<file path="src/rtl/neuron_mac_acc_pkg.sv">
// Shared Q6.9 fixed-point definitions for the neuron datapath.
// Latency: n/a (constants, types and a combinational helper).
// Backpressure: n/a.
package neuron_mac_acc_pkg;

   localparam int Q_DATA_W = 16;
   localparam int Q_FRAC_W = 9;

   localparam logic [Q_DATA_W-1:0] Q_ONE = 16'h0200;
   localparam logic [Q_DATA_W-1:0] Q_MAX = 16'h7FFF;
   localparam logic [Q_DATA_W-1:0] Q_MIN = 16'h8000;

   typedef enum logic [1:0] {
      ST_ACC,
      ST_FLUSH,
      ST_ROUND,
      ST_HOLD
   } state_t;

   // Round half up to dw-bit fixed point with fw fractional bits, clipping
   // to the signed dw-bit range; sat reports whether clipping happened.
   // dw and fw are elaboration constants at every call site.
   function automatic logic signed [63:0] round_sat(
      input  logic signed [63:0] acc,
      input  int                 dw,
      input  int                 fw,
      output logic               sat
   );
      logic signed [63:0] r;
      logic signed [63:0] hi;
      logic signed [63:0] lo;
      r   = (acc + (64'sd1 <<< (fw - 1))) >>> fw;
      hi  = (64'sd1 <<< (dw - 1)) - 64'sd1;
      lo  = -(64'sd1 <<< (dw - 1));
      sat = 1'b0;
      if (r > hi) begin
         r   = hi;
         sat = 1'b1;
      end else if (r < lo) begin
         r   = lo;
         sat = 1'b1;
      end
      return r;
   endfunction

endpackage

</file>
<file path="src/rtl/neuron_mac_acc_round.sv">
// Rounds a wide signed accumulator down to DATA_W fixed point, with clip flag.
// Latency: combinational.
// Backpressure: none; pure function of acc.
module q_round_sat
   import neuron_mac_acc_pkg::*;
#(
   parameter int ACC_W  = 40,
   parameter int DATA_W = Q_DATA_W,
   parameter int FRAC_W = Q_FRAC_W
) (
   input  logic signed [ACC_W-1:0]  acc,
   output logic        [DATA_W-1:0] q,
   output logic                     sat
);

   // Sign-extend to the helper's working width, round, clip, truncate.
   always_comb begin
      sat = 1'b0;
      q   = DATA_W'(round_sat(64'(acc), DATA_W, FRAC_W, sat));
   end

endmodule

</file>
<file path="src/rtl/neuron_mac_acc.sv">
// Neuron pre-activation: bias + sum(data*weight) over N_INPUTS beats, Q6.9 out.
// Latency: result visible 2 edges after the edge accepting the last beat.
// Backpressure: in_ready drops from last beat until the result is taken; no overlap.
module neuron_mac_acc
   import neuron_mac_acc_pkg::*;
#(
   parameter int N_INPUTS = 16,
   parameter int DATA_W   = Q_DATA_W,
   parameter int FRAC_W   = Q_FRAC_W,
   parameter int ACC_W    = 40
) (
   input  logic              clk,
   input  logic              rst,
   input  logic              in_valid,
   output logic              in_ready,
   input  logic [DATA_W-1:0] in_data,
   input  logic [DATA_W-1:0] in_weight,
   input  logic [DATA_W-1:0] in_bias,
   output logic              out_valid,
   input  logic              out_ready,
   output logic [DATA_W-1:0] out_data,
   output logic              out_sat
);

   localparam int CNT_W = (N_INPUTS > 1) ? $clog2(N_INPUTS) : 1;
   localparam logic [CNT_W-1:0] LAST_BEAT = CNT_W'(N_INPUTS - 1);

   state_t                     state;
   logic [CNT_W-1:0]           cnt;
   logic signed [2*DATA_W-1:0] prod_reg;
   logic signed [2*DATA_W-1:0] prod_next;
   logic                       prod_pend;
   logic signed [ACC_W-1:0]    acc;
   logic signed [ACC_W-1:0]    bias_acc;
   logic signed [ACC_W-1:0]    prod_acc;
   logic signed [DATA_W-1:0]   data_s;
   logic signed [DATA_W-1:0]   weight_s;
   logic signed [DATA_W-1:0]   bias_s;
   logic [DATA_W-1:0]          rs_data;
   logic                       rs_sat;
   logic                       accept;

   assign data_s    = in_data;
   assign weight_s  = in_weight;
   assign bias_s    = in_bias;
   assign prod_next = (2*DATA_W)'(data_s) * (2*DATA_W)'(weight_s);
   assign bias_acc  = ACC_W'(bias_s) <<< FRAC_W;
   assign prod_acc  = ACC_W'(prod_reg);

   // Ready only while collecting beats, and never while reset is held.
   assign in_ready = (state == ST_ACC) && !rst;
   assign accept   = in_valid && in_ready;

   q_round_sat #(
      .ACC_W  (ACC_W),
      .DATA_W (DATA_W),
      .FRAC_W (FRAC_W)
   ) u_round (
      .acc (acc),
      .q   (rs_data),
      .sat (rs_sat)
   );

   // Multiply stage plus accumulate of the previously registered product.
   // The bias load on a neuron's first beat never collides with a pending
   // product: the last product of the prior neuron is added in FLUSH.
   always_ff @(posedge clk) begin
      if (rst) begin
         prod_reg  <= '0;
         prod_pend <= 1'b0;
         acc       <= '0;
      end else begin
         prod_pend <= accept;
         if (accept) begin
            prod_reg <= prod_next;
         end
         if (accept && (cnt == '0)) begin
            acc <= bias_acc;
         end else if (prod_pend) begin
            acc <= acc + prod_acc;
         end
      end
   end

   // Control FSM: beat counting, flush, round and hold-until-taken.
   always_ff @(posedge clk) begin
      if (rst) begin
         state     <= ST_ACC;
         cnt       <= '0;
         out_valid <= 1'b0;
         out_data  <= '0;
         out_sat   <= 1'b0;
      end else begin
         case (state)
            ST_ACC: begin
               if (accept) begin
                  if (cnt == LAST_BEAT) begin
                     cnt   <= '0;
                     state <= ST_FLUSH;
                  end else begin
                     cnt <= cnt + 1'b1;
                  end
               end
            end
            ST_FLUSH: begin
               state <= ST_ROUND;
            end
            ST_ROUND: begin
               out_data  <= rs_data;
               out_sat   <= rs_sat;
               out_valid <= 1'b1;
               state     <= ST_HOLD;
            end
            ST_HOLD: begin
               if (out_ready) begin
                  out_valid <= 1'b0;
                  state     <= ST_ACC;
               end
            end
            default: begin
               state <= ST_ACC;
            end
         endcase
      end
   end

endmodule

</file>
<file path="config.mk">
export PLATFORM = sky130hd
export DESIGN_NAME = neuron_mac_acc
export DESIGN_NICKNAME = d
export VERILOG_FILES = /design/src/rtl/neuron_mac_acc_pkg.sv /design/src/rtl/neuron_mac_acc_round.sv /design/src/rtl/neuron_mac_acc.sv
export SDC_FILE = /design/constraint.sdc
export NUM_CORES = 1
export LEC_CHECK = 0
export BUFFER_PORTS_ARGS = -buffer_cell sky130_fd_sc_hd__buf_4
export CAP_MARGIN = 20
export CORE_MARGIN = 4
export CORE_UTILIZATION = 25
export CTS_CLUSTER_SIZE = 25
export DETAILED_ROUTE_END_ITERATION = 8
export GPL_TIMING_DRIVEN = 0
export PLACE_DENSITY = 0.38
export SLEW_MARGIN = 20
export SYNTH_ARGS = -nofsm -noshare
export SYNTH_HDL_FRONTEND = slang
export SYNTH_SLANG_ARGS = --single-unit
</file>
<file path="constraint.sdc">
create_clock -name clk -period 7 [get_ports clk]
set_clock_uncertainty 0.2 [all_clocks]
set_input_delay 0.7 -clock clk [delete_from_list [all_inputs] [get_ports clk]]
set_output_delay 0.7 -clock clk [all_outputs]
set_load 0.02 [all_outputs]
</file>
==> impl_metrics.ini, run 1 <==
[run_status]
status = finished clean

[clocking]
cts_num_sinks = 97
htreeDepth = 3
worstSkewPairLatency_ns = 0.38
cts_tree = built
cts_buffers = 9
clockBufferDepth = 2
cts.clk_slew.worst_paths_ns = 0.07
clock-root-buffer = clkbuf_16
postCtsHoldBufs = 0

[synthesis]
yosys_warnings = 0
ys_ff_latch = 97
synth_edf_count = 0
synth_compound_area_share_pct = 13.44
synth_ff_type = dfxtp_1
synth_top_family_by_area = adder cells
synth_cell_types = 74
syn-cell-area_mm2 = 0.01667
yosys.area_share.xor_xnor_pct = 4.046
muxShareOfSynthArea_pct = 1.877
synth-simple-area-share_pct = 17.78
synth-seq-area-share_pct = 11.65
async_flop_share_pct = 0
yosys.area_share.adder_pct = 41.12
synth_nets = 2398
syn_inst = 1956
syn_area_per_cell_um2 = 8.521

[critical_path]
r2r_slack_ns = 3.02
worst_setup_path_start_kind = input port
crit_slowest_cell = fa_1
r2r-end = out_data[5]$_SDFFE_PP0P_
r2r-start = acc[14]$_SDFFE_PP0P_
crit_top_cell = fa_1
required_ns = 7.06
critPathKind = input port to register
crit_path_cell_trace = buf_4 > buf_6 > nand2_1 > fa_1 > inv_1 > fa_1 > fa_1 > fa_1 > fa_1 > inv_1 > fa_1 > inv_1 > ha_1 > a211o_1 > a31oi_1 > a21boi_2 > o31ai_2 > a221oi_4 > buf_4 > o211ai_1 > o41ai_2 > mux2i_1 > nand3_1
path_max_fanout = 10
cpPeakStageDelay_ns = 0.57
cp.arrival_ns = 6.84
reg2regPathDepth = 10
end_kind = register

[min_path]
whs_path_depth = 2
holdPathEnd = prod_reg[0]$_SDFFE_PP0P_
hold_path.class = register to register
hp-start = prod_reg[0]$_SDFFE_PP0P_

[timing]
finalCritPeriodShare_pct = 96.88
setup-violations-final = 0
hold_ws_ns = 0.2742
slew_headroom_pct = 38.96
fin_crit_ns = 6.782
max_freq_mhz = 147.5
worst_slew_pin_slew_ns = 0.8925
drv_slew = 0
hold_violations = 0

[route]
wl_per_cell_um = 17.89
ant_nets = 0
drc = 0
firstDrtPassIters = 7
routed_via_density = 4.578
drt_first_iter_violations = 603
drt_wl_total_mm = 51.88
vias = 13272

[floorplan]
fp.dieH_um = 266.2
chipWidth_um = 266.2
ios = 71
die-area_mm2 = 0.07087
start_util_pct = 25.26
core_area_mm2 = 0.06598
num_rows = 94

[cells_and_area]
layout.area.seq_mm2 = 0.001942
multiInputGateArea_mm2 = 0.01314
final_common_cell = inv_1
n_fill_cell = 7120
diodes = 0
final_cell_mix = inv_1 (356), fa_1 (260), nand2_1 (193)
largest_register_ffs = 40
area_growth_pct = 12.62
final_cells = 2899
drive_above_1_share_pct = 8.059
nets = 2472

[global_routing]
grt_pass1_vias = 14159
grt_util_all_layers_pct = 14.88
grt_overflow_total = 0
antenna_found_initial = 0
grt_pass1_wl_mm = 82.42
grt_start_max_net_pins = 17

[placement]
dp.cells = 2890
placement.io_buffers = 70
gp_congestion = 0.8335
dp.final_hpwl_mm = 44.10

[run]
max_cap_violations = 0
## kinds of logic (layout without fill, tap and decap cells)
logic type | Yosys count | after routing
adder cells (fa/ha/maj) | 390 | 390
flip-flops | 97 | 97
AO/OA/AOI/OAI | 335 | 335
buffers and inverters | 437 | 516
AND/OR/NAND/NOR | 589 | 589
XOR/XNOR | 77 | 77
multiplexers | 31 | 31
## routing by layer
layer | part of all wire [%] | track usage [%]
met1 | 48 | 20.02
met2 | 48 | 25.97
met3 | 2.9 | 1.478
met4 | 1.6 | 3.270
met5 | 0 | 0
## metrics by stage
| step | area (um2) | TNS (ns) | util, % | setup slack [ns] |
|---|---|---|---|---|
| floorplan | 16670 | 0 | - | 0.1677 |
| global placement | 18270 | -12.17 | 27.70 | -1.225 |
| detailed placement | 18270 | -12.14 | 27.70 | -1.188 |
| CTS | 18670 | 0 | 28.29 | 0.005787 |
| global route | 18770 | -0.005850 | 28.45 | -0.005850 |
| finish | 18770 | 0 | 28.45 | 0.2184 |
## cells in the mapped netlist (all sizes together) (11+ instances only)
| cell | count | share of area, % |
|---|---|---|
| dfxtp | 97 | 12 |
| and3 | 26 | 0.99 |
| a21oi | 75 | 2.3 |
| a31oi | 21 | 0.79 |
| mux2i | 29 | 1.7 |
| o31ai | 12 | 0.54 |
| xor2 | 28 | 1.5 |
| nand2b | 15 | 0.56 |
| nor3 | 17 | 0.51 |
| and2 | 126 | 4.7 |
| a211oi | 24 | 1.1 |
| fa | 263 | 32 |
| ha | 127 | 9.5 |
| nand3 | 56 | 1.7 |
| o211ai | 29 | 1.6 |
| buf | 12 | 0.47 |
| nand2 | 194 | 4.4 |
| o21ai | 73 | 2.2 |
| nor2b | 11 | 0.41 |
| xnor2 | 49 | 2.6 |
| a21o | 36 | 1.6 |
| inv | 357 | 8.0 |
| clkbuf | 66 | 1.5 |
| nand4 | 18 | 0.71 |
| nor2 | 89 | 2.0 |
## critical path, delay by kind of cell
kind / cells / cell delay [ns]
compound gates: 7 / 1.54
simple gates: 2 / 0.18
mux: 1 / 0.23
fa+ha+maj: 7 / 3.49
buf+inv: 6 / 0.72
## layout make-up
type / count / area share [%]
Inverter: 358 / 7.159
Multi-Input combinational cell: 1422 / 69.98
Tap cell: 864 / 5.759
Clock buffer: 11 / 1.293
Sequential cell: 97 / 10.35
Clock inverter: 5 / 0.4533
Buffer: 65 / 1.933
Timing Repair Buffer: 77 / 3.080
## repair_timing
action	4_1_cts	5_1_grt
gates resized for setup	36	49
buffers inserted	4	3
setup endpoints to repair	14	11
pin swaps	2	4
hold endpoints to repair	0	0
## worst max-delay path by stage
stage | start | endpoint | slack, ns | cells past startpoint
2_1_floorplan | in_data[1] | prod_reg[30]$_SDFFE_PP0P_ | 0.17 | 21
3_3_place_gp | in_data[5] | prod_reg[30]$_SDFFE_PP0P_ | -1.22 | 24
3_5_place_dp | in_data[5] | prod_reg[30]$_SDFFE_PP0P_ | -1.19 | 24
4_1_cts | in_data[15] | prod_reg[29]$_SDFFE_PP0P_ | 0.006 | 24
5_1_grt | in_weight[9] | prod_reg[30]$_SDFFE_PP0P_ | -0.006 | 23
6_report | in_weight[9] | prod_reg[30]$_SDFFE_PP0P_ | 0.22 | 23
Power of run 1 is not shown: default switching activity piles up to over one toggle a cycle in this logic, so the estimate is an artifact.
==> run 2, diff against run 1 <==
PLACE_DENSITY = 0.4   (was 0.38)
==> impl_metrics.ini, run 2 (synthesis gave the netlist of run 1 again) <==
[placement]
dp.final_hpwl_mm = 43.28
gp_congestion = 0.8515
dp.cells = 2890
place_ws_ns = -1.137
placement.io_buffers = 70
place_area_mm2 = 0.01827

[critical_path]
crit_path_cell_trace = buf_4 > buf_6 > nand2_1 > fa_1 > inv_1 > fa_1 > fa_1 > fa_1 > fa_1 > inv_1 > fa_1 > inv_1 > ha_1 > a211o_1 > a31oi_1 > a21boi_1 > o31ai_2 > a221oi_4 > buf_4 > o211ai_1 > o41ai_2 > mux2i_1 > nand3_1
r2r-start = acc[0]$_SDFFE_PP0P_
setup.worst_path.end = prod_reg[30]$_SDFFE_PP0P_
worst_setup_path_start_kind = input port
path_max_fanout = 10
end_kind = register
reg2regPathDepth = 12
r2r_slack_ns = 3.04
crit_start = in_weight[9]
cp.arrival_ns = 6.81
crit_top_cell = fa_1
r2r-end = acc[38]$_SDFFE_PP0P_
required_ns = 7.04
critPathKind = input port to register
cpPeakStageDelay_ns = 0.55
crit_slowest_cell = fa_1

[route]
routed_via_density = 4.589
wl_per_cell_um = 17.54
drt_first_iter_violations = 588
vias = 13290
drt_wl_total_mm = 50.81
drc = 0
ant_nets = 0
firstDrtPassIters = 4

[global_routing]
grt_pass1_vias = 14456
antenna_found_initial = 0
grt_overflow_total = 0
grt_pass1_wl_mm = 82.46
grt_start_max_net_pins = 17
grt_util_all_layers_pct = 14.71

[clocking]
worstSkewPairLatency_ns = 0.36
cts_tree = built
cts_num_sinks = 97
clock-root-buffer = clkbuf_16
cts_buffers = 9
clockBufferDepth = 2
htreeDepth = 3
cts.clk_slew.worst_paths_ns = 0.07

[timing]
hold_ws_ns = 0.2606
worst_slew_pin_slew_ns = 0.9309
finalCritPeriodShare_pct = 96.61
max_freq_mhz = 147.9
fin_crit_ns = 6.763
drv_slew = 0
setup-violations-final = 0
setup_slack_ns = 0.2374
slew_headroom_pct = 37.94
hold_violations = 0

[floorplan]
ios = 71
die-area_mm2 = 0.07087
core_area_mm2 = 0.06598
num_rows = 94
chipWidth_um = 266.2
start_util_pct = 25.26
fp.dieH_um = 266.2

[cells_and_area]
area_growth_pct = 12.03
final_cell_mix = inv_1 (356), fa_1 (261), nand2_1 (193)
drive_above_1_share_pct = 7.825
final_common_cell = inv_1
final_cells = 2896
diodes = 0
nets = 2470
largest_register_ffs = 40
postLayoutCellArea_mm2 = 0.01867

[run_status]
status = finished clean

[min_path]
hold_path.class = register to register
whs_path_depth = 2
hp-start = prod_reg[0]$_SDFFE_PP0P_

[run]
max_cap_violations = 0
run 2: cell types whose count changed in the layout (fill, tap and decap cells not counted), moves of 2 or more:
cell      previous run  this run
clkbuf_2             7        10
buf_4               84        79
clkinv_2             0         2
buf_8                2         0
inv_6                2         0
clkinv_4             0         2
clkbuf_4             2         5
run 2: stage by stage:
step	TNS, ns	utilization (%)
2_1_floorplan	0	-
3_3_place_gp	-11.66	27.70
3_5_place_dp	-11.26	27.70
4_1_cts	0	28.22
5_1_grt	-0.004350	28.30
6_report	0	28.30
run 2: routing by layer:
metal  track usage, %  vias to the layer above  part of all wire (%)
met4            3.212                        0                   1.8
met1            20.19                     6539                    48
met2            25.25                      221                    47
li1                 -                     6484                     -
met5                0                        -                     0
met3            1.422                       46                   3.1
run 2: final cells by class:
| type | instances | area [um2] |
|---|---|---|
| sequential | 97 | 1942 |
| buffer | 65 | 336.6 |
| fill | 7135 | 47310 |
| multi-input combinational | 1422 | 13120 |
| timing repair buffer | 75 | 563.0 |
| inverter | 358 | 1344 |
| tap | 864 | 1081 |
| clock inverter | 5 | 57.56 |
| clock buffer | 10 | 229.0 |
run 2: how the worst min path moves through the flow:
stage	to
after detailed placement	prod_reg[0]$_SDFFE_PP0P_
after global routing	prod_reg[0]$_SDFFE_PP0P_
final	prod_reg[0]$_SDFFE_PP0P_
after global placement	prod_reg[0]$_SDFFE_PP0P_
after CTS	prod_reg[0]$_SDFFE_PP0P_
after floorplan	prod_reg[0]$_SDFFE_PP0P_
run 2: timing repair:
| action | 4_1_cts | 5_1_grt |
|---|---|---|
| setup buffers | 1 | 4 |
| hold buffers | 0 | 0 |
| pin swaps | 2 | 3 |
| resized for setup | 37 | 30 |
| endpoints found under the hold margin | 0 | 0 |
| setup endpoints to repair | 14 | 12 |
run 2: worst max-delay path, delay by kind of cell:
kind | cells | cell delay [ns]
fa+ha+maj | 7 | 3.47
simple gates | 2 | 0.18
buf+inv | 6 | 0.71
compound gates | 7 | 1.50
mux | 1 | 0.23
Power of run 2 is left out for the same reason.
